===== config.mk =====
export PLATFORM = sky130hd
export DESIGN_NAME = idct_block_writer
export DESIGN_NICKNAME = d
export VERILOG_FILES = /design/src/rtl/idct_block_writer.sv
export SDC_FILE = /design/constraint.sdc
export NUM_CORES = 1
export LEC_CHECK = 0
export BUFFER_PORTS_ARGS = -buffer_cell sky130_fd_sc_hd__buf_4
export CORE_MARGIN = 1.5
export CORE_UTILIZATION = 60
export CTS_CLUSTER_SIZE = 10
export DETAILED_ROUTE_END_ITERATION = 6
export GPL_TIMING_DRIVEN = 0
export MAX_ROUTING_LAYER = met4
export PLACE_DENSITY_LB_ADDON = 0.25
export SYNTH_ARGS = -nofsm -noshare
export SYNTH_HDL_FRONTEND = slang
export SYNTH_SLANG_ARGS = --single-unit

===== constraint.sdc =====
create_clock -name Clock -period 5.5 [get_ports Clock]
set_clock_uncertainty 0.1 [all_clocks]
set_input_delay 1.1 -clock Clock [delete_from_list [all_inputs] [get_ports Clock]]
set_output_delay 1.1 -clock Clock [all_outputs]
set_load 0.005 [all_outputs]

===== src/rtl/idct_block_writer.sv =====
// idct_block_writer: drains one 8x8 block of signed 32-bit IDCT results from
// the result RAM. Each sample is descaled, clipped to 8 bits and packed in
// even/odd pairs. The 32 resulting words are written into the Y, U or V
// plane of external SRAM.
// Optional feature: define IDCT_WRITER_CLIP_STATS_EN to count the saturated
// samples of the last block on clip_count. When it is undefined, clip_count
// is tied to 0.
//
// state  | meaning
// -------+-----------------------------------------------------------
// S_IDLE | waiting for start; validates the request, latches base
// S_LI   | address 0 presented, read pipeline priming
// S_EVEN | even-column sample arrives, latched as high byte
// S_ODD  | odd-column sample arrives, pair is written to SRAM
// S_LO   | last word on the bus, done follows
module idct_block_writer #(
   parameter int          SHIFT     = 16,
   parameter logic [17:0] Y_BASE    = 18'd0,
   parameter logic [17:0] U_BASE    = 18'd38400,
   parameter logic [17:0] V_BASE    = 18'd57600,
   parameter int          Y_STRIDE  = 160,
   parameter int          UV_STRIDE = 80
) (
   input  logic        Clock,
   input  logic        Resetn,
   input  logic        start,
   input  logic [1:0]  plane,
   input  logic [4:0]  block_row,
   input  logic [5:0]  block_col,
   output logic        busy,
   output logic        done,
   output logic        err,
   output logic [5:0]  dp_address,
   input  logic [31:0] dp_read_data,
   output logic [17:0] SRAM_address,
   output logic [15:0] SRAM_write_data,
   output logic        SRAM_we_n,
   output logic [6:0]  clip_count
);

   typedef enum logic [2:0] {S_IDLE, S_LI, S_EVEN, S_ODD, S_LO} state_t;

   state_t        state, state_next;
   logic          accept, reject, start_ok, last_word;
   logic [4:0]    word_cnt;
   logic [17:0]   cur_addr, stride_wrap;
   logic [17:0]   plane_base, row_step, base;
   logic [7:0]    even_pix, pixel;
   logic signed [31:0] v;
   logic          is_neg, is_high;

   // Request check: legal plane, row inside the image, column inside the plane
   assign start_ok = (plane != 2'd3) && (block_row <= 5'd29) &&
                     (block_col <= ((plane == 2'd0) ? 6'd39 : 6'd19));
   assign last_word = (word_cnt == 5'd31);
   assign busy      = (state != S_IDLE);

   // Block origin within the selected plane
   always_comb begin
      plane_base = Y_BASE;
      row_step   = 18'(8 * Y_STRIDE);
      case (plane)
         2'd1: begin
            plane_base = U_BASE;
            row_step   = 18'(8 * UV_STRIDE);
         end
         2'd2: begin
            plane_base = V_BASE;
            row_step   = 18'(8 * UV_STRIDE);
         end
         default: begin
            plane_base = Y_BASE;
            row_step   = 18'(8 * Y_STRIDE);
         end
      endcase
      base = plane_base + 18'(block_row) * row_step + 18'(block_col) * 18'd4;
   end

   // Descale and saturate the sample that is currently on the read port
   assign v       = $signed(dp_read_data) >>> SHIFT;
   assign is_neg  = v[31];
   assign is_high = !v[31] && (v[30:8] != 23'd0);
   assign pixel   = is_neg ? 8'd0 : (is_high ? 8'hFF : v[7:0]);

   // State register
   always_ff @(posedge Clock or negedge Resetn) begin
      if (!Resetn) state <= S_IDLE;
      else         state <= state_next;
   end

   // Next-state logic and start qualification
   always_comb begin
      state_next = state;
      accept     = 1'b0;
      reject     = 1'b0;
      case (state)
         S_IDLE: begin
            if (start) begin
               if (start_ok) begin
                  accept     = 1'b1;
                  state_next = S_LI;
               end else begin
                  reject     = 1'b1;
               end
            end
         end
         S_LI:    state_next = S_EVEN;
         S_EVEN:  state_next = S_ODD;
         S_ODD:   state_next = last_word ? S_LO : S_EVEN;
         S_LO:    state_next = S_IDLE;
         default: state_next = S_IDLE;
      endcase
   end

   // Read addressing, pixel pairing and SRAM write port
   always_ff @(posedge Clock or negedge Resetn) begin
      if (!Resetn) begin
         done            <= 1'b0;
         err             <= 1'b0;
         dp_address      <= 6'd0;
         SRAM_address    <= 18'd0;
         SRAM_write_data <= 16'd0;
         SRAM_we_n       <= 1'b1;
         word_cnt        <= 5'd0;
         cur_addr        <= 18'd0;
         stride_wrap     <= 18'd0;
         even_pix        <= 8'd0;
      end else begin
         err       <= reject;
         done      <= (state == S_LO);
         SRAM_we_n <= (state != S_ODD);
         if (accept) begin
            cur_addr    <= base;
            stride_wrap <= (plane == 2'd0) ? 18'(Y_STRIDE - 3) : 18'(UV_STRIDE - 3);
            word_cnt    <= 5'd0;
            dp_address  <= 6'd0;
         end
         if (state == S_LI || state == S_EVEN)
            dp_address <= dp_address + 6'd1;
         if (state == S_EVEN)
            even_pix <= pixel;
         if (state == S_ODD) begin
            SRAM_address    <= cur_addr;
            SRAM_write_data <= {even_pix, pixel};
            word_cnt        <= word_cnt + 5'd1;
            // after the fourth word of a row, jump to the next image row
            cur_addr        <= (word_cnt[1:0] == 2'd3) ? cur_addr + stride_wrap
                                                       : cur_addr + 18'd1;
            dp_address      <= last_word ? 6'd0 : dp_address + 6'd1;
         end
      end
   end

`ifdef IDCT_WRITER_CLIP_STATS_EN
   logic sample_clipped;
   assign sample_clipped = is_neg | is_high;

   // Saturation count for the current block, held until the next start
   always_ff @(posedge Clock or negedge Resetn) begin
      if (!Resetn)
         clip_count <= 7'd0;
      else if (accept)
         clip_count <= 7'd0;
      else if ((state == S_EVEN || state == S_ODD) && sample_clipped)
         clip_count <= clip_count + 7'd1;
   end
`else
   assign clip_count = 7'd0;
`endif

endmodule

; ---- After elaboration in Yosys (flattened, before gate mapping)
; Index checks and enable logic that the tools add are counted.
[classes]
n_shift = 0
n_reduce_logical = 13
div_mod_pow = 0
n_eq_ne = 12
n_mul = 1
n_mux = 25
n_addsub = 6
magnitude_cmp = 2
bitwise_logic = 0
[op_table]
columns = cell, n
row1 = two-way mux 18 bit, 3
row2 = adder 18 bit, 2
row3 = case mux 16 bit (2 select lines), 1
row4 = two-way mux 6 bit, 5
row5 = two-way mux 8 bit, 3
row6 = nonzero test 23 bit, 1
row7 = adder 18 x 1 -> 18 bit (second input constant), 1
row8 = adder 18 x 8 -> 18 bit, 1
row9 = multiplier 5 x 18 -> 18 bit, 1
row10 = case mux 3 bit (4 select lines), 1
row11 = two-way mux 11 bit, 1
row12 = two-way mux 5 bit, 2
row13 = two-way mux 3 bit, 3
row14 = adder 6 x 1 -> 6 bit (second input constant), 1
row15 = equality test 3 x 2 -> 1 bit (second input constant), 2
row16 = less-or-equal comparator 6 bit, 1
row17 = two-way mux 1 bit, 6
row18 = != test 2 bit (second input constant), 3
row19 = nonzero test 3 bit, 2
row20 = adder 5 x 1 -> 5 bit (second input constant), 1
row21 = equality test 5 bit (second input constant), 1
row22 = less-or-equal comparator 5 bit (second input constant), 1
row23 = equality test 2 bit (second input constant), 2
row24 = equality test 3 x 1 -> 1 bit (second input constant), 1
row25 = 11 further kinds, 13
[totals]
reg_bits = 95
word_cells = 70
ram_bits = 0
inputBits = 48
mem_count = 0
mem_bits_ro = 0
out_inout_bits = 51
latch_bits = 0

; ---- Depth between registers and ports, before layout
; Gate-level depths: netlist (run 1).
[depth]
depth_word = 10
ltp_mapped = 15

; ---- Least setup slack after synthesis (run 1)
; OpenSTA, ideal clock, no wires.
[synth_timing]
path_type = input -> register
start = input plane[0]
end = register cur_addr[15]
path_stages = 14
n_path_buf = 0
setup_ns = 0.071
slack_ns = 0.702
arrival_time_ns = 4.628
required_time_ns = 5.329
cell_sequence = inv_1 ha_1 mux2_2 ha_1 inv_1 fa_1 fa_1 inv_1 ha_1 a211oi_1 nor2_1 o311a_1 or3_1 nand4_1
[synth_between]
elab_chain_len = 8
word_cells_on_any_way = 20
[synth_lines]
columns = element, line_no
row1 = from (decl), 27  ; input logic [1:0] plane,
row2 = equality test 2 bit (tied with other cells), 62  ; case (plane)
row3 = OR reduction 2 bit (no line) / two-way mux 6 bit (equally long branches), --
row4 = two-way mux 11 bit / less-or-equal comparator 6 bit (equally long branches), "62, 54"
row5 = multiplier 5 x 18 -> 18 bit / logical AND 1 bit (equally long branches), "76, 53"
row6 = adder 18 bit / two-way mux 1 bit (equally long branches), "76, 99"
row7 = adder 18 x 8 -> 18 bit / two-way mux 1 bit (equally long branches), "76, 98"
row8 = two-way mux 18 bit / two-way mux 1 bit (equally long branches), "132, 96"
row9 = two-way mux 18 bit / nonzero test 2 bit (equally long branches), --
row10 = to (signal assigned), 133  ; cur_addr <= base;
row11 = to (signal assigned), 147  ; cur_addr <= (word_cnt[1:0] == 2'd3) ? cur_addr + stride_wrap
row12 = to (decl), 46  ; logic [17:0] cur_addr, stride_wrap;
; Several ways; a longest one is shown, not always the timed one. The select of a mux whose other input is x is not followed.
; A chain may end at the register's enable or synchronous reset.

; ---- Final worst setup path (run 1)
[layout_timing]
start = input plane[1]
end = register cur_addr[16]
; Same word-level chain as after synthesis.

==> results of run 1 <==
## final timing paths
check	end	slack, ps
min reg2reg	SRAM_write_data[8]$_DFFE_PN0P_	380
max in group asynchronous	cur_addr[8]$_DFFE_PN0P_	3880
min	SRAM_write_data[8]$_DFFE_PN0P_	380
min in group asynchronous	SRAM_write_data[14]$_DFFE_PN0P_	790
max reg2reg	cur_addr[17]$_DFFE_PN0P_	2690
max	cur_addr[16]$_DFFE_PN0P_	670
## layer usage
| layer | GRT usage [%] | vias up | routed length [µm] |
|---|---|---|---|
| li1 | - | 1933 | - |
| met3 | 3.78 | 31 | 653 |
| met2 | 46.0 | 144 | 5640 |
| met5 | - | - | 0 |
| met1 | 33.8 | 1904 | 4500 |
| met4 | 13.5 | 0 | 359 |
## worst max-delay path, cell delays in order
cell	delay [ps]
buf_4	90
inv_1	50
ha_1	420
mux2_2	420
ha_1	290
inv_1	50
fa_1	510
fa_1	550
inv_1	40
ha_1	350
nand3_1	120
o211ai_1	110
o41ai_1	390
xnor2_1	120
a221o_1	360
## flip-flops by register name (all words and copies together), names as in the netlist
signal and cells:
SRAM_address 18, cur_addr 18, SRAM_write_data 16, even_pix 8, dp_address 6, word_cnt 5
state 3, stride_wrap 3, SRAM_we_n 1, done 1, err 1
## cells by family (layout without fill, tap and decap cells)
| group | count (synthesis) | count (layout) | share of synthesized area (%) |
|---|---|---|---|
| XOR/XNOR | 11 | 11 | 1.99 |
| AO/OA/AOI/OAI | 92 | 92 | 14.4 |
| adder cells (fa/ha/maj) | 46 | 46 | 12.8 |
| flip-flops | 80 | 80 | 41.3 |
| multiplexers | 29 | 29 | 6.35 |
| AND/OR/NAND/NOR | 193 | 193 | 17.9 |
| other | 2 | 8 | 0.155 |
| buffers and inverters | 54 | 144 | 5.09 |
## per-stage QoR
step,hold slack [ps],worst slack (ps)
2_1_floorplan,335,702
3_3_place_gp,353,421
3_5_place_dp,358,340
4_1_cts,377,696
5_1_grt,399,495
6_report,380,665
## report_power, final
group	switching [mW]	internal, mW	total (mW)
sequential	0.195	0.852	1.05
combinational	0.685	0.596	1.28
clock	0.244	0.265	0.509
total	1.12	1.71	2.84
## synth_stat cells (all sizes together), types with 2 or more instances
master   instances
xor2             9
ha              40
mux2i           15
and2             7
or2              3
o2111ai          2
or3              4
o22ai            5
inv             26
and3             4
a311oi           2
a41oi            2
nand2          109
nor3             8
xnor2            2
fa               6
o21ai           19
o211a            2
o31ai            9
nand2b           5
nand3           12
dfrtp           79
buf             15
nor2            31
o21bai           6
o211ai           6
a21o             6
a31oi            4
nand4            3
conb             2
clkbuf          13
a211oi          10
mux2            14
a2111oi          2
a21oi            8
## area by class of cell
type	count	area, µm²
repair buffers	74	556
fillers	567	1980
flip-flops and latches	80	2000
well taps	102	128
plain buffers	28	149
inverters	26	97.6
clock inverters	7	108
multi-input cells	379	2620
clock buffers	9	124
==> results.toml, run 1 <==
[outcome]
outcome = "finished, final reports clean"

[cts]
tritoncts.num_buffers = 9
path_clk_slew_ps = 90
clk_latency_ps = 360
htree_levels = 3
cts_tree = "built"
cts_resized = 0
clock_path_buffers = 2
postCtsSetupRepairBufs = 0
cts.sinks = 80
root_buffer = "clkbuf_8"
holdBufCountCts = 0

[floorplan]
die_h_um = 92.9
die_x_um = 92.9
core_mm2 = 0.00777
die_area_mm2 = 0.00862
row_count = 32
initial_core_util_pct = 62.4
io_pins = 99

[route]
vias_per_cell = 5.69
ant_nets = 0
finalWirelength_um = 11100
avgRoutedWirePerCell_um = 15.8
vias = 4012
drt_iter0_drc = 207
drcViolationCount = 0
first_pass_iters = 6

[final_layout]
layout.cells.non_filler = 705
syn2layout_area_growth_pct = 19.3
fin_nets = 692
num_antenna_cells = 0
final_core_util_pct = 74.5
drive_gt1_share_pct = 22.1
final_common_cell = "nand2_1"
design_area_mm2 = 0.00578
final_cell_mix = "109 x nand2_1, 82 x buf_4, 79 x dfrtp_1, 40 x ha_1, 30 x nor2_1"

[worst_setup_path]
r2r_cells = 8
worstSetupStartpoint = "plane[1]"
startpoint_type = "input pin"
worstPathRequired_ps = 5650
critPathMaxFanout = 9
critical_path.reg2reg.startpoint = "word_cnt[0]$_DFFE_PN0P_"
arrival_ps = 4980
worstSetupPathType = "in2reg"
end_kind = "flip-flop"

[power]
leakage_nw = 2.91
fin_total_pwr_mw = 2.84
p_per_area_mw_per_mm2 = 491
max-vdd-ir-drop_v = 0.000288

[sta]
final_max_slew_viol_count = 0
hold_viol_final = 0
setup_viol_count_final = 0
tightest_slew_ps = 975
rsz0062_at_grt = "no"
clock.fmax_mhz = 207
finalSetupTns_ps = 0
fin_crit_sh_pct = 87.9
min_period_ps = 4830
max_slew_margin_pct = 35.0

[synth]
yosysTopAreaCell = "dfrtp_1"
synth_edf_count = 0
synthArstFlopShare_pct = 100
synth_top_area_share_pct = 40.8
yosysWarnings = 0
ys_dominant_reg_cell = "dfrtp_1"
synth.distinct_cells = 66
ys_ff_latch = 80
yosys-top-cells-area = "dfrtp_1 41%, ha_1 10%, nand2_1 8.4%, mux2_2 3.3%, mux2i_1 3.1%"
netlist_area_mm2 = 0.00485
ys_seq_area_share_pct = 41.3
synthCells = 507
avgSynthCellArea_um2 = 9.56

[hold_path]
hp-class = "reg2reg"
hold_start = "even_pix[0]$_DFFE_PN0P_"
hold_depth = 2

[global_routing]
grt_usage_pct = 27.9
antenna_found_initial = 0
grt_pass1_wl_um = 18200
grt_overflow_total = 0
grt_max_degree = 81
grt_pass1_vias = 3957

[place]
dpl.cell_count = 689
routabilityCongestion = 0.898
portBuffers = 74
dp_hpwl_um = 8380
place_area_mm2 = 0.00555

[flow_run]
drv_cap = 0
No activity file was read; power rests on OpenSTA's default activity.
==> run 2, diff against run 1 <==
--- a/config.mk
+++ b/config.mk
@@ -6,7 +6,6 @@
 export NUM_CORES = 1
 export LEC_CHECK = 0
 export BUFFER_PORTS_ARGS = -buffer_cell sky130_fd_sc_hd__buf_4
-export CORE_MARGIN = 1.5
 export CORE_UTILIZATION = 60
 export CTS_CLUSTER_SIZE = 10
 export DETAILED_ROUTE_END_ITERATION = 6
==> constraint.sdc (replaced) <==
create_clock -name Clock -period 5.5 [get_ports Clock]
set_clock_uncertainty 0.1 [all_clocks]
set_input_delay 1.375 -clock Clock [delete_from_list [all_inputs] [get_ports Clock]]
set_output_delay 1.375 -clock Clock [all_outputs]
set_load 0.005 [all_outputs]
==> results.toml, run 2 (synthesis gave the netlist of run 1 again) <==
[sta]
finalSetupTns_ps = 0
clock.fmax_mhz = 196
fin_crit_sh_pct = 92.9
tightest_slew_ps = 974
setup_viol_count_final = 0
hold_viol_final = 0
max_slew_margin_pct = 35.0
layout_setup_ws_ps = 389
min_period_ps = 5110
final_max_slew_viol_count = 0
rsz0062_at_grt = "no"

[worst_setup_path]
arrival_ps = 5300
critPathMaxFanout = 9
worstPathRequired_ps = 5690
worstSetupPathType = "in2reg"
startpoint_type = "input pin"
end_kind = "flip-flop"

[global_routing]
grt_usage_pct = 29.0
antenna_found_initial = 0
grt_pass1_wl_um = 18700
grt_pass1_vias = 4144
grt_max_degree = 81
grt_overflow_total = 0

[floorplan]
row_count = 32
io_pins = 99
die_h_um = 91.9
core_mm2 = 0.00777
die_x_um = 91.9
die_area_mm2 = 0.00844
initial_core_util_pct = 62.4

[final_layout]
final_core_util_pct = 74.5
syn2layout_area_growth_pct = 19.3
drive_gt1_share_pct = 22.1
layout.cells.non_filler = 705
reg.largest.list = "SRAM_address x18, cur_addr x18, SRAM_write_data x16"
final_cell_mix = "109 x nand2_1, 82 x buf_4, 79 x dfrtp_1, 40 x ha_1, 30 x nor2_1"
fin_nets = 692
num_antenna_cells = 0
final_common_cell = "nand2_1"

[route]
ant_nets = 0
avgRoutedWirePerCell_um = 15.9
drt_iter0_drc = 288
first_pass_iters = 5
finalWirelength_um = 11200
drcViolationCount = 0
vias_per_cell = 5.83
vias = 4112

[place]
dpl.cell_count = 689
portBuffers = 74
routabilityCongestion = 0.939
post-place-ws_ps = 21.5
dp_hpwl_um = 8270

[power]
p_per_area_mw_per_mm2 = 491
max-vdd-ir-drop_v = 0.000272
switching_share_pct = 39.7
switchingPower_mw = 1.13
clockPowerShare_pct = 17.7
seq_power_share_pct = 37.1
leakage_nw = 2.91
p_int_mw = 1.71
combPwrFrac_pct = 45.3

[cts]
holdBufCountCts = 0
clock_path_buffers = 2
cts_tree = "built"
htree_levels = 3
clk_latency_ps = 360
postCtsSetupRepairBufs = 0
root_buffer = "clkbuf_8"
tritoncts.num_buffers = 9
cts_resized = 0
path_clk_slew_ps = 100
cts.sinks = 80

[hold_path]
hp-class = "reg2reg"

[outcome]
outcome = "finished, final reports clean"

[flow_run]
drv_cap = 0
==> run 2: cell counts in the layout (fill, tap and decap cells not counted) <==
No cell type changed its count.
==> run 2: area by class of cell <==
cell class / count / area [µm²]
sequential: 80 / 2000
multi-input combinational: 379 / 2620
inverter: 26 / 97.6
tap: 102 / 128
fill: 583 / 1980
timing repair buffer: 74 / 556
buffer: 28 / 149
clock inverter: 7 / 108
clock buffer: 9 / 124
==> run 2: power by group through the flow <==
stage / Combinational, mW / Clock [mW] / Sequential (mW)
global placement: 1.22 / 0 / 1.04
detailed placement: 1.27 / 0 / 1.06
global route: 1.44 / 0.528 / 1.08
CTS: 1.29 / 0.505 / 1.05
finish: 1.29 / 0.502 / 1.05
floorplan: 0.799 / 0 / 1.03
==> run 2: path summary, 6_finish.rpt <==
kind	slack (ps)	depth (start not counted)	startpoint	end
setup / recovery	390	15	plane[0]	cur_addr[15]$_DFFE_PN0P_
hold / removal	380	2	even_pix[1]$_DFFE_PN0P_	SRAM_write_data[9]$_DFFE_PN0P_
setup reg to reg	2650	8	word_cnt[0]$_DFFE_PN0P_	cur_addr[16]$_DFFE_PN0P_
hold reg to reg	380	2	even_pix[1]$_DFFE_PN0P_	SRAM_write_data[9]$_DFFE_PN0P_
max in group asynchronous	3610	1	Resetn	cur_addr[14]$_DFFE_PN0P_
min in group asynchronous	1070	1	Resetn	SRAM_write_data[14]$_DFFE_PN0P_
==> run 2: metrics by stage <==
stage | hold WS, ps | power [mW] | instance area, µm²
floorplan | 335 | 1.82 | 4870
CTS | 385 | 2.84 | 5780
global route | 405 | 3.05 | 5780
finish | 380 | 2.84 | 5780
detailed placement | 363 | 2.33 | 5550
global placement | 350 | 2.26 | 5550
==> run 2: critical path, stage by stage <==
cell      delay, ps
buf_4            90
inv_1            50
ha_1            450
mux2_2          410
ha_1            290
inv_1            50
fa_1            520
fa_1            550
inv_1            50
ha_1            350
a211oi_1        220
nor2_1          120
o311a_1         320
or3_1           370
nand4_1          90
==> run 2: metal layers <==
layer  wire [µm]  GRT usage, %
met1        4520          34.5
met5           0             -
met2        5590          47.8
met4         405          13.7
met3         684          5.14
==> run 3, diff against run 2 <==
--- a/config.mk
+++ b/config.mk
@@ -5,7 +5,7 @@
 export SDC_FILE = /design/constraint.sdc
 export NUM_CORES = 1
 export LEC_CHECK = 0
-export BUFFER_PORTS_ARGS = -buffer_cell sky130_fd_sc_hd__buf_4
+export BUFFER_PORTS_ARGS = -buffer_cell sky130_fd_sc_hd__clkbuf_2
 export CORE_UTILIZATION = 60
 export CTS_CLUSTER_SIZE = 10
 export DETAILED_ROUTE_END_ITERATION = 6
==> results.toml, run 3 (synthesis gave the netlist of run 1 again) <==
[outcome]
outcome = "finished, final reports clean"

[final_layout]
multi_input_comb_area_mm2 = 0.00262
fin_nets = 693
design_area_mm2 = 0.00563
final_common_cell = "nand2_1"
num_antenna_cells = 0
reg.largest.list = "SRAM_address x18, cur_addr x18, SRAM_write_data x16"
final_core_util_pct = 72.5
syn2layout_area_growth_pct = 16.1
final_cell_mix = "109 x nand2_1, 79 x dfrtp_1, 73 x clkbuf_2, 40 x ha_1, 30 x nor2_1"
seqCellArea_mm2 = 0.00200
fillCellCount = 591
drive_gt1_share_pct = 22.2

[worst_setup_path]
critPathMaxStageDelay_ps = 560
cp_top_family = "adder cells"
arrival_ps = 5240
path_buf_inv = 4
r2r_cells = 8
path_cells = "clkbuf_2 -> inv_1 -> ha_1 -> mux2_2 -> ha_1 -> inv_1 -> fa_1 -> fa_1 -> inv_1 -> ha_1 -> a211oi_1 -> nor2_1 -> o311a_1 -> o211ai_1 -> nand3_1"
r2r_end = "cur_addr[17]$_DFFE_PN0P_"
critical_path.reg2reg.startpoint = "word_cnt[0]$_DFFE_PN0P_"
critPathMaxFanout = 9
critPathSlowestCell = "fa_1"
startpoint_type = "input pin"
end_kind = "flip-flop"
worstSetupStartpoint = "plane[0]"
worstPathRequired_ps = 5630
r2r_setup_slack_ps = 2640
worstSetupPathType = "in2reg"

[floorplan]
die_h_um = 91.9
initial_core_util_pct = 62.4
die_area_mm2 = 0.00844
io_pins = 99
core_mm2 = 0.00777
row_count = 32
die_x_um = 91.9

[global_routing]
grt_usage_pct = 28.8
grt_overflow_total = 0
antenna_found_initial = 0
grt_pass1_vias = 4007
grt_max_degree = 52
grt_pass1_wl_um = 18600

[cts]
cts_tree = "built"
tritoncts.num_buffers = 9
clk_latency_ps = 360
holdBufCountCts = 0
htree_levels = 3
clock_path_buffers = 2
cts_resized = 0
cts.sinks = 80
path_clk_slew_ps = 90
root_buffer = "clkbuf_8"
postCtsSetupRepairBufs = 0

[sta]
hold_viol_final = 0
max_slew_margin_pct = 55.7
rsz0062_at_grt = "no"
fin_crit_sh_pct = 92.8
hold-worst-slack_ps = 381
final_max_slew_viol_count = 0
setup_viol_count_final = 0
finalSetupTns_ps = 0
min_period_ps = 5100
clock.fmax_mhz = 196
tightest_slew_ps = 662

[power]
leakage_nw = 2.87
p_per_area_mw_per_mm2 = 491
max-vdd-ir-drop_v = 0.000241
fin_total_pwr_mw = 2.76

[hold_path]
hold_start = "SRAM_address[5]$_DFFE_PN0P_"
hold_depth = 2
hp-class = "reg2reg"
min_to = "SRAM_address[5]$_DFFE_PN0P_"

[route]
ant_nets = 0
drcViolationCount = 0
vias_per_cell = 5.79
drt_iter0_drc = 260
first_pass_iters = 5
vias = 4085
finalWirelength_um = 11300
avgRoutedWirePerCell_um = 16.0

[place]
dp_hpwl_um = 8390
routabilityCongestion = 0.921
portBuffers = 74
place_area_mm2 = 0.00540

[flow_run]
drv_cap = 0
run 3: area by class of cell:
| class | count | share of cell area, % |
|---|---|---|
| flip-flops and latches | 80 | 35.6 |
| repair buffers | 75 | 7.11 |
| multi-input cells | 379 | 46.5 |
| well taps | 102 | 2.27 |
| clock inverters | 7 | 1.91 |
| plain buffers | 28 | 2.65 |
| clock buffers | 9 | 2.20 |
| inverters | 26 | 1.73 |
run 3: power breakdown:
part	internal [mW]	switching, mW	total (mW)
sequential	0.852	0.194	1.05
combinational	0.518	0.693	1.21
clock	0.265	0.242	0.508
total	1.64	1.13	2.76
run 3: how the worst max path moves through the flow:
stage                                    end  slack (ps)  cells after the start
floorplan           cur_addr[15]$_DFFE_PN0P_         430                     14
global placement    cur_addr[15]$_DFFE_PN0P_         130                     15
detailed placement  cur_addr[15]$_DFFE_PN0P_          50                     15
CTS                 cur_addr[15]$_DFFE_PN0P_         390                     15
global route        cur_addr[17]$_DFFE_PN0P_         170                     15
finish              cur_addr[17]$_DFFE_PN0P_         400                     15
run 3: metal layers:
metal	part of all wire, %	vias up	track usage, %
li1	-	1930	-
met1	41	1970	35.2
met2	51	151	48.9
met3	5.5	34	3.32
met4	2.7	0	11.3
met5	0	-	-
run 3: per-stage QoR:
| step | std cells | setup WS [ps] |
|---|---|---|
| final | 706 | 396 |
| after global routing | 706 | 174 |
| after CTS | 706 | 389 |
| after detailed placement | 690 | 52.6 |
| after global placement | 689 | 126 |
| after floorplan | 513 | 427 |
run 3: worst reg2reg max path: stages (launching register included):
cell and delay [ps]:
dfrtp_1 420, ha_1 300, and2_1 220, ha_1 410, nand3_2 130, a2111oi_2 460, o2111ai_1 280, or3_1 400
nand3_1 90
